File: config.mk
export PLATFORM = sky130hd
export DESIGN_NAME = mips_prog_loader
export DESIGN_NICKNAME = d
export VERILOG_FILES = /design/src/rtl/mips_prog_loader.sv
export SDC_FILE = /design/constraint.sdc
export NUM_CORES = 1
export LEC_CHECK = 0
export CORE_UTILIZATION = 49
export DETAILED_ROUTE_END_ITERATION = 10
export GPL_TIMING_DRIVEN = 0
export PLACE_DENSITY = 0.86
export SLEW_MARGIN = 0
export SYNTH_ARGS = -nofsm -noshare
export SYNTH_HDL_FRONTEND = slang
export SYNTH_SLANG_ARGS = --single-unit
File: constraint.sdc
create_clock -name clk1 -period 12.36 [get_ports clk1]
set_input_delay 3.708 -clock clk1 [delete_from_list [all_inputs] [get_ports clk1]]
set_output_delay 3.708 -clock clk1 [all_outputs]
set_load 0.01 [all_outputs]
File: src/rtl/mips_prog_loader.sv
// mips_prog_loader: host-side command front-end for a small MIPS core.
// It accepts one host command at a time (memory write, run, register read),
// drives the instruction/data memory, register-file read port or CPU
// run/init controls, and returns exactly one response per command.
// Optional build macro LOADER_READBACK_VERIFY_EN adds a read-back compare
// cycle after every memory write.
module mips_prog_loader #(
  parameter int MEM_AW      = 10,
  parameter int RUN_TIMEOUT = 1024
) (
  input  logic              clk1,
  input  logic              rst,
  input  logic              cmd_valid,
  output logic              cmd_ready,
  input  logic [1:0]        cmd_op,
  input  logic [MEM_AW-1:0] cmd_addr,
  input  logic [31:0]       cmd_data,
  output logic              rsp_valid,
  input  logic              rsp_ready,
  output logic [31:0]       rsp_data,
  output logic              rsp_err,
  output logic              mem_we,
  output logic [MEM_AW-1:0] mem_addr,
  output logic [31:0]       mem_wdata,
  input  logic [31:0]       mem_rdata,
  output logic [4:0]        reg_addr,
  input  logic [31:0]       reg_rdata,
  output logic              cpu_init,
  output logic              cpu_run,
  input  logic              cpu_halted
);

  localparam logic [31:0] TIMEOUT_W = 32'(RUN_TIMEOUT);

  localparam logic [1:0] OP_WRITE = 2'b00;
  localparam logic [1:0] OP_RUN   = 2'b01;
  localparam logic [1:0] OP_REGRD = 2'b10;

`ifdef LOADER_READBACK_VERIFY_EN
  typedef enum logic [2:0] {
    IDLE, WRITE, VERIFY, REG_RD, INIT, RUN, RESP
  } state_t;
`else
  typedef enum logic [2:0] {
    IDLE, WRITE, REG_RD, INIT, RUN, RESP
  } state_t;

  // Read data has no consumer when read-back verification is not built in.
  logic unused_rdata;
  assign unused_rdata = ^mem_rdata;
`endif

  state_t             state_q, state_d;
  logic [MEM_AW-1:0]  addr_q, addr_d;
  logic [31:0]        data_q, data_d;
  logic [31:0]        count_q, count_d;
  logic [31:0]        rsp_data_q, rsp_data_d;
  logic               rsp_err_q, rsp_err_d;

  // State and command/response registers; reset discards anything in flight.
  always_ff @(posedge clk1 or posedge rst) begin
    if (rst) begin
      state_q    <= IDLE;
      addr_q     <= '0;
      data_q     <= '0;
      count_q    <= '0;
      rsp_data_q <= '0;
      rsp_err_q  <= 1'b0;
    end else begin
      state_q    <= state_d;
      addr_q     <= addr_d;
      data_q     <= data_d;
      count_q    <= count_d;
      rsp_data_q <= rsp_data_d;
      rsp_err_q  <= rsp_err_d;
    end
  end

  // Next-state logic: command decode, run-cycle counting, response capture.
  always_comb begin
    state_d    = state_q;
    addr_d     = addr_q;
    data_d     = data_q;
    count_d    = count_q;
    rsp_data_d = rsp_data_q;
    rsp_err_d  = rsp_err_q;
    case (state_q)
      IDLE: begin
        if (cmd_valid) begin
          addr_d     = cmd_addr;
          data_d     = cmd_data;
          rsp_data_d = '0;
          rsp_err_d  = 1'b0;
          case (cmd_op)
            OP_WRITE: state_d = WRITE;
            OP_RUN:   state_d = INIT;
            OP_REGRD: state_d = REG_RD;
            default: begin
              rsp_err_d = 1'b1;
              state_d   = RESP;
            end
          endcase
        end
      end
      WRITE: begin
`ifdef LOADER_READBACK_VERIFY_EN
        state_d = VERIFY;
`else
        state_d = RESP;
`endif
      end
`ifdef LOADER_READBACK_VERIFY_EN
      VERIFY: begin
        // Memory now holds the word written last cycle; any difference is reported.
        if (mem_rdata != data_q) begin
          rsp_err_d  = 1'b1;
          rsp_data_d = mem_rdata;
        end
        state_d = RESP;
      end
`endif
      REG_RD: begin
        // Indices beyond the 32-entry register file are rejected.
        if (addr_q[MEM_AW-1:5] != '0) begin
          rsp_err_d  = 1'b1;
          rsp_data_d = '0;
        end else begin
          rsp_data_d = reg_rdata;
        end
        state_d = RESP;
      end
      INIT: begin
        count_d = 32'd1;
        state_d = RUN;
      end
      RUN: begin
        // A halt seen on the timeout cycle still counts as a clean halt.
        if (cpu_halted) begin
          rsp_data_d = count_q;
          state_d    = RESP;
        end else if (count_q == TIMEOUT_W) begin
          rsp_data_d = TIMEOUT_W;
          rsp_err_d  = 1'b1;
          state_d    = RESP;
        end else begin
          count_d = count_q + 32'd1;
        end
      end
      RESP: begin
        if (rsp_ready) begin
          count_d = '0;
          state_d = IDLE;
        end
      end
      default: state_d = IDLE;
    endcase
  end

  // Output decode: every strobe is a pure function of the current state.
  always_comb begin
    cmd_ready = (state_q == IDLE);
    rsp_valid = (state_q == RESP);
    rsp_data  = rsp_data_q;
    rsp_err   = rsp_err_q;
    mem_we    = (state_q == WRITE);
    mem_wdata = (state_q == WRITE) ? data_q : '0;
`ifdef LOADER_READBACK_VERIFY_EN
    mem_addr  = (state_q == WRITE || state_q == VERIFY) ? addr_q : '0;
`else
    mem_addr  = (state_q == WRITE) ? addr_q : '0;
`endif
    reg_addr  = (state_q == REG_RD) ? addr_q[4:0] : '0;
    cpu_init  = (state_q == INIT);
    cpu_run   = (state_q == RUN);
  end

endmodule

---- Word-level counts from Yosys, hierarchy flattened ----
Cells that the tools add are included.
cells by class
  $add $sub $neg .......................... 1
  equal/unequal tests ..................... 15
  multiplexer cells ....................... 24
  reduce and logical (&&, ||, !) cells .... 12
operators by type and width
  cell                                                                number
  32-bit two-way mux                                                  8
  32-bit one-hot mux with 3 select lines                              2
  32-bit by 1-bit adder with 32-bit output (second input constant)    1
  32-bit by 11-bit == test with 1-bit output (second input constant)  1
  3-bit one-hot mux with 5 select lines                               1
  3-bit two-way mux                                                   4
  10-bit two-way mux                                                  1
  3-bit one-hot mux with 3 select lines                               1
  2-bit != test (second input constant)                               4
  3-bit by 2-bit == test with 1-bit output (second input constant)    2
  3-bit == test (second input constant)                               2
  3-bit AND reduction                                                 2
  3-bit nonzero test                                                  2
  1-bit two-way mux                                                   5
  5-bit two-way mux                                                   1
  5-bit AND reduction                                                 1
  5-bit nonzero test                                                  1
  2-bit by 1-bit != test with 1-bit output (second input constant)    2
  4-bit AND reduction                                                 1
  3-bit by 1-bit == test with 1-bit output (second input constant)    1
  3-bit logical NOT                                                   1
  3-bit by 1-bit != test with 1-bit output (second input constant)    1
  1-bit one-hot mux with 3 select lines                               1
  3-bit OR reduction                                                  1
  other kinds (5)                                                     5
word-level totals
  register bits after elaboration ......... 110
  logic and storage cells ................. 58

---- Depth between registers and ports, before layout ----
Gate-level depths: netlist of run 1.
  word-level depth ........................ 5
  depth in mapped cells ................... 9
  gate-level depth less buffers ........... 7

---- Worst setup path before layout of run 1 ----
No wires, ideal clock.
  kind .................................... register -> output
  start point ............................. register state_q[2]
  end point ............................... output port mem_wdata[10]
  arrival ................................. 1366 ps
  required time ........................... 8652 ps
  setup slack ............................. 7286 ps
  stages on the path, launching flop included .. 5
  path buffers ............................ 2
  cells stage by stage .................... dfrtp_1 > clkbuf_1 > nor2b_1 > clkbuf_1 > and3_1
on the way
  word-level cells in the longest chain between the ends .. 2
RTL lines
  what                                      line  RTL
  from (decl)                               53    state_t state_q, state_d;
  from (signal assigned)                    70    state_q <= state_d;
  3-bit by 1-bit == test with 1-bit output  166   mem_wdata = (state_q == WRITE) ? data_q : '0;
  32-bit two-way mux                        166
  to (decl)                                 24    output logic [31:0] mem_wdata,
Every way passes these cells.

---- Worst setup path in the final report of run 1 ----
  start point ............................. register state_q[2]
  end point ............................... output port mem_addr[5]
on the way
  word-level cells in the longest chain between the ends .. 2
RTL lines
  what                                      line  RTL
  3-bit by 1-bit == test with 1-bit output  170   mem_addr = (state_q == WRITE) ? addr_q : '0;
  10-bit two-way mux                        170
  to (decl)                                 23    output logic [MEM_AW-1:0] mem_addr,
Every way passes these cells.

==> flow_metrics.py, run 1 <==
metrics = {
    "clock_network": {
        "cts_root_buf": "clkbuf_16",
        "cts_tree": "built",
        "clk_pin_slew_ps": 70,
        "cts_hold_buf": 0,
        "cts.path.max_buffers": 2,
        "clock_latency_ps": 350,
        "cts_max_level": 3,
        "cts-resized-gates": 0,
        "cts_setup_buffers": 0,
        "cts_buffers": 9,
        "cts.sinks": 110,
    },
    "synthesis": {
        "syn_area_um2": 5682,
        "synth_fp_nets": 649,
        "synth.distinct_cells": 63,
        "yosys_register_bits": 110,
        "synth_edf_count": 0,
        "postSynthAreaPerCell_um2": 10.68,
        "syn_inst": 532,
        "synth_flop_cell": "dfrtp_1",
        "synthArstFlopShare_pct": 100.0,
        "yosysWarnings": 0,
        "yosysSeqAreaShare_pct": 48.45,
    },
    "critical_path": {
        "crit_top_cell": "clkbuf_1",
        "critPathMaxStageDelay_ps": 560,
        "worst-path-buf-inv": 3,
        "worstPathRequired_ps": 8650,
        "cp_slowest_cell": "clkdlybuf4s50_1",
        "r2r_cells": 9,
        "critPathArrivalTime_ps": 2780,
        "worstSetupPathType": "reg -> out",
        "endpoint_kind": "output port",
        "startpoint_type": "register",
        "r2r-end": "rsp_data[23]",
        "path_cells": "clkbuf_1, nor2b_1, clkbuf_1, and3_1, clkdlybuf4s50_1",
        "setup.reg_to_reg.worst_slack_ps": 9880,
        "path_max_fanout": 10,
        "crit_family": "buffers and inverters",
        "timing.rr.start": "count_q[0]",
    },
    "sta": {
        "min_period_over_period_pct": 52.49,
        "timing.slew.headroom_pct": 59.20,
        "slew_viol_final": 0,
        "max_slew.worst_pin.slew_ps": 612.0,
        "setup_viol": 0,
        "report.final.hold_viol_count": 0,
        "fmax_mhz": 154.1,
        "min_period_ps": 6487,
        "fin_setup_tns_ps": 0,
        "rsz0062_at_grt": "false",
        "skew_ps": 9.216,
    },
    "drt": {
        "vias": 5051,
        "drt_iter0_drc": 266,
        "routed_via_density": 5.921,
        "ant_nets": 0,
        "wl_um": 15850,
        "drc": 0,
        "wire_per_inst_um": 18.58,
        "dr.pass1.iters": 5,
    },
    "final_layout": {
        "final_layout_size_suffix_gt1_share_pct": 14.59,
        "fin_area_um2": 7844,
        "nNetsFinal": 826,
        "diodes": 0,
        "areaGrowthSynthToFinish_pct": 38.05,
    },
    "global_route": {
        "use_met3_pct": 9.662,
        "grt_overflow": 0,
        "grtUsageMet2_pct": 46.45,
        "grt_pass1_vias": 5188,
        "antenna_found_initial": 0,
        "grt_max_degree": 65,
        "top_usage_layer": "met2",
        "grt_pass1_wl_um": 25880,
        "gr-usage-met1_pct": 33.96,
        "grt_usage_pct": 28.15,
    },
    "min_path": {
        "min_to": "data_q[5]",
        "hold_path_class": "reg -> reg",
        "worstHoldStart": "data_q[5]",
        "whs_path_depth": 1,
    },
    "power_and_ir_drop": {
        "irDropWorstVdd_uv": 108.2,
        "swShare_pct": 32.52,
        "p_clk_share_pct": 23.7,
        "internal-power_uw": 869.2,
        "p_sw_uw": 418.9,
        "combPwrFrac_pct": 37.9,
        "p_per_area_nw_per_um2": 164.2,
        "total_leakage_power_uw": 0.003464,
        "seqPwrFrac_pct": 38.3,
    },
    "floorplan": {
        "dieHeight_um": 109.7,
        "start_util_pct": 51.29,
        "die_width_um": 109.7,
        "num_rows": 38,
        "core_area_um2": 11080,
        "fp.dieArea_um2": 12030,
        "io_pins": 198,
    },
    "placement": {
        "place.gp.congestion": 0.9660,
        "dpl_cell_area_um2": 7538,
        "port_buffers": 165,
        "dp_hpwl_um": 11640,
    },
    "run": {
        "cap_violations": 0,
    },
    "status": {
        "status": "finished, final reports clean",
    },
}
==> flip-flops by register name, summed over array words and instances (netlist names) <==
register / count
state_q: 3
count_q: 32
data_q: 32
rsp_err: 1
addr_q: 10
rsp_data: 32
==> worst reg2reg max path: cells and delay by family, from the launching register on <==
kind | cells | cell delay (ps)
and+or+nand+nor | 3 | 730
AOI/OAI and AO/OA | 2 | 530
buffers and inverters | 3 | 490
DFF | 1 | 460
adders and majority gates | 1 | 150
==> cells by family after synthesis <==
| kind of cell | count (synthesis) | share of synthesized area (%) |
|---|---|---|
| AND/OR/NAND/NOR | 208 | 22.18 |
| flip-flops | 110 | 48.45 |
| AO/OA/AOI/OAI | 100 | 13.43 |
| buffers and inverters | 60 | 5.439 |
| multiplexers | 45 | 8.853 |
| XOR/XNOR | 5 | 0.7709 |
| adder cells (fa/ha/maj) | 4 | 0.8809 |
==> area by class of cell <==
class	count	area, um^2
repair buffers	166	1679
clock buffers	11	232.7
flip-flops and latches	110	2753
plain buffers	39	230.2
clock inverters	4	72.57
inverters	21	81.33
fillers	846	3234
well taps	140	175.2
multi-input cells	362	2620
==> metal layers <==
layer / up-vias / wire length (um)
met1: 2453 / 6182
met2: 234 / 7667
li1: 2333 / -
met5: - / 0
met4: 0 / 349
met3: 31 / 1650
==> per-stage QoR <==
step / setup slack, ps / util (%) / hold WS [ps] / cells / power [uW]
2_1_floorplan: 5750 / - / 465.6 / 532 / 761.9
3_5_place_dp: 6242 / 68.05 / 488.6 / 838 / 983.4
5_1_grt: 5669 / 70.80 / 519.4 / 853 / 1351
6_report: 5873 / 70.80 / 500.0 / 853 / 1288
3_3_place_gp: 4193 / 67.78 / 480.7 / 837 / 961.2
4_1_cts: 5866 / 70.80 / 503.3 / 853 / 1292
==> worst max path at each step <==
stage | startpoint | endpoint | slack [ps] | depth (start not counted)
global placement | rst | rsp_data[28] | 4190 | 2
floorplan | rst | addr_q[0] | 5750 | 1
finish | state_q[2] | mem_addr[5] | 5870 | 5
global route | state_q[2] | mem_addr[5] | 5670 | 5
detailed placement | state_q[2] | mem_addr[6] | 6240 | 5
CTS | state_q[2] | mem_addr[8] | 5870 | 5
==> Yosys cell counts (3+ instances only) <==
library cell | n | area share [%]
nand2_1 | 28 | 1.8
nor4_1 | 5 | 0.55
o311ai_0 | 3 | 0.46
or3_1 | 9 | 0.99
a21oi_1 | 18 | 1.6
o211ai_1 | 6 | 0.79
o21ai_1 | 8 | 0.70
nand4_1 | 11 | 1.2
a31oi_1 | 3 | 0.33
a21o_1 | 4 | 0.53
o21ai_0 | 12 | 1.1
nor2b_1 | 4 | 0.44
inv_1 | 20 | 1.3
and4_1 | 4 | 0.62
and3_2 | 3 | 0.40
and2_1 | 9 | 0.99
buf_2 | 13 | 1.1
mux2i_1 | 3 | 0.53
dfrtp_1 | 110 | 48
and3_1 | 63 | 6.9
buf_6 | 7 | 1.4
buf_4 | 4 | 0.53
clkbuf_1 | 15 | 0.99
nand2b_1 | 3 | 0.33
nor3_1 | 6 | 0.53
a221o_1 | 31 | 5.5
nor2_1 | 18 | 1.2
nand3_1 | 20 | 1.8
or4_1 | 6 | 0.79
xor2_1 | 3 | 0.46
ha_1 | 4 | 0.88
mux2_2 | 42 | 8.3
==> cells in the final DEF, fill, tap and decap left out, types with 9 or more instances in the layout <==
cell,instances
inv_1,19
dfrtp_1,110
a21oi_1,18
clkbuf_16,9
nor2_1,18
a221o_1,31
nand2_1,28
nand4_1,11
or3_1,9
mux2_2,42
buf_2,13
clkdlybuf4s50_1,165
and2_1,9
o21ai_0,12
and3_1,63
clkbuf_1,17
nand3_1,20
==> power groups by stage <==
stage	Sequential, uW	Combinational (uW)	Clock [uW]
finish	493	489	306
global route	504	525	322
CTS	492	491	309
detailed placement	498	486	0
global placement	490	471	0
floorplan	483	279	0
No activity file was read; power rests on OpenSTA's default activity.
==> run 2: changes to the inputs <==
--- a/config.mk
+++ b/config.mk
@@ -5,10 +5,10 @@
 export SDC_FILE = /design/constraint.sdc
 export NUM_CORES = 1
 export LEC_CHECK = 0
-export CORE_UTILIZATION = 49
+export CORE_UTILIZATION = 46
 export DETAILED_ROUTE_END_ITERATION = 10
 export GPL_TIMING_DRIVEN = 0
-export PLACE_DENSITY = 0.86
+export PLACE_DENSITY = 0.81
 export SLEW_MARGIN = 0
 export SYNTH_ARGS = -nofsm -noshare
 export SYNTH_HDL_FRONTEND = slang
==> constraint.sdc (replaced) <==
create_clock -name clk1 -period 6.4 [get_ports clk1]
set_input_delay 1.92 -clock clk1 [delete_from_list [all_inputs] [get_ports clk1]]
set_output_delay 1.92 -clock clk1 [all_outputs]
set_load 0.01 [all_outputs]
==> run 2 against run 1 <==
Compared with the run above:
- utilization is 5.8 points lower
- clock power rose by 73%
- worst hold slack better by 1.9 ps
- setup slack worse by 4200 ps
- sequential cell count unchanged
- clock skew decreased by 2.4 ps
- largest power group unchanged
==> flow_metrics.py, run 2 (synthesis results as in run 1) <==
metrics = {
    "power_and_ir_drop": {
        "irDropWorstVdd_uv": 180.0,
        "total_leakage_power_uw": 0.003448,
        "p_per_area_nw_per_um2": 310.1,
    },
    "global_route": {
        "grt_overflow": 0,
        "grt_max_degree": 70,
        "grt_usage_pct": 25.80,
        "grt_pass1_vias": 5175,
        "grt_pass1_wl_um": 25860,
        "grtUsageMet2_pct": 42.62,
        "antenna_found_initial": 0,
        "top_usage_layer": "met2",
        "gr-usage-met1_pct": 31.06,
        "use_met3_pct": 7.874,
    },
    "floorplan": {
        "start_util_pct": 47.30,
        "fp.dieArea_um2": 12800,
        "die_width_um": 113.1,
        "io_pins": 198,
        "num_rows": 40,
        "core_area_um2": 12010,
        "dieHeight_um": 113.1,
    },
    "run": {
        "cap_violations": 0,
    },
    "final_layout": {
        "final_layout_size_suffix_gt1_share_pct": 14.45,
        "areaGrowthSynthToFinish_pct": 37.44,
        "final_cell_mix": "clkdlybuf4s50_1, dfrtp_1, and3_1, mux2_2, a221o_1",
        "fin_area_um2": 7809,
        "final_common_cell": "clkdlybuf4s50_1",
        "num-fill-cells": 961,
        "diodes": 0,
        "nNetsFinal": 826,
    },
    "clock_network": {
        "cts_setup_buffers": 0,
        "cts_root_buf": "clkbuf_16",
        "cts_max_level": 3,
        "cts-resized-gates": 0,
        "cts_hold_buf": 0,
        "cts.sinks": 110,
        "cts.path.max_buffers": 2,
        "clock_latency_ps": 360,
        "cts_buffers": 9,
        "clk_pin_slew_ps": 70,
        "cts_tree": "built",
    },
    "critical_path": {
        "crit_top_cell": "clkbuf_1",
        "path_max_fanout": 10,
        "worst-path-buf-inv": 3,
        "crit_family": "buffers and inverters",
        "endpoint_kind": "output port",
        "worstPathRequired_ps": 4480,
        "path_cells": "clkbuf_1, nor2b_1, clkbuf_1, and3_1, clkdlybuf4s50_1",
        "startpoint": "state_q[2]",
        "worstSetupPathType": "reg -> out",
        "critPathArrivalTime_ps": 2770,
        "timing.rr.start": "count_q[0]",
        "critPathMaxStageDelay_ps": 580,
        "cp_slowest_cell": "clkdlybuf4s50_1",
        "startpoint_type": "register",
    },
    "sta": {
        "max_slew.worst_pin.slew_ps": 858.3,
        "min_period_ps": 4691,
        "min_period_over_period_pct": 73.30,
        "report.final.hold_viol_count": 0,
        "slew_viol_final": 0,
        "rsz0062_at_grt": "false",
        "setup_viol": 0,
        "skew_ps": 6.846,
        "timing.slew.headroom_pct": 42.78,
        "hold_slack_ps": 502.0,
        "fmax_mhz": 213.2,
        "fin_setup_tns_ps": 0,
    },
    "drt": {
        "routed_via_density": 5.771,
        "drt_iter0_drc": 183,
        "dr.pass1.iters": 4,
        "wire_per_inst_um": 18.35,
        "vias": 4963,
        "wl_um": 15780,
        "drc": 0,
        "ant_nets": 0,
    },
    "min_path": {
        "worstHoldStart": "data_q[2]",
        "hold_path_class": "reg -> reg",
    },
    "placement": {
        "port_buffers": 165,
        "dpl_cell_area_um2": 7540,
        "dp_hpwl_um": 11620,
        "place.gp.congestion": 0.9061,
    },
    "status": {
        "status": "finished, final reports clean",
    },
}
[run 2: report_power, final]
group | switching, uW | total [uW] | internal [uW]
Clock | 247 | 530 | 283
Combinational | 455 | 940 | 486
Sequential | 98.7 | 951 | 853
Total | 800 | 2420 | 1620
[run 2: path summary, 6_finish.rpt]
path                                     to  slack [ps]  depth (start not counted)
max in group asynchronous         addr_q[9]        3570                          3
worst max-delay path            mem_addr[6]        1710                          5
worst min-delay path              data_q[2]         500                          1
worst min register to register    data_q[2]         500                          1
worst max register to register  rsp_data[0]        3830                          9
min in group asynchronous       rsp_data[6]        2100                          2
[run 2: area by class of cell]
type | instances | area, um^2 | area share (%)
sequential | 110 | 2753 | 35.25
multi-input combinational | 362 | 2620 | 33.55
timing repair buffer | 166 | 1672 | 21.41
buffer | 39 | 230.2 | 2.948
clock inverter | 1 | 5.005 | 0.06409
tap | 147 | 183.9 | 2.355
clock buffer | 14 | 264.0 | 3.381
inverter | 21 | 81.33 | 1.041
[run 2: metal layers]
layer  share of wire (%)  wire length (um)
met1                  41              6454
met2                  48              7535
met3                 8.6              1355
met4                 2.8               435
met5                   0                 0
[run 2: stage by stage]
| step | power [uW] | worst slack (ps) | util [%] | instances |
|---|---|---|---|---|
| floorplan | 1471 | 1578 | - | 532 |
| global placement | 1865 | 35.59 | 62.58 | 844 |
| detailed placement | 1902 | 2073 | 62.77 | 845 |
| CTS | 2434 | 1655 | 65.01 | 860 |
| global route | 2550 | 1468 | 65.01 | 860 |
| finish | 2422 | 1709 | 65.01 | 860 |
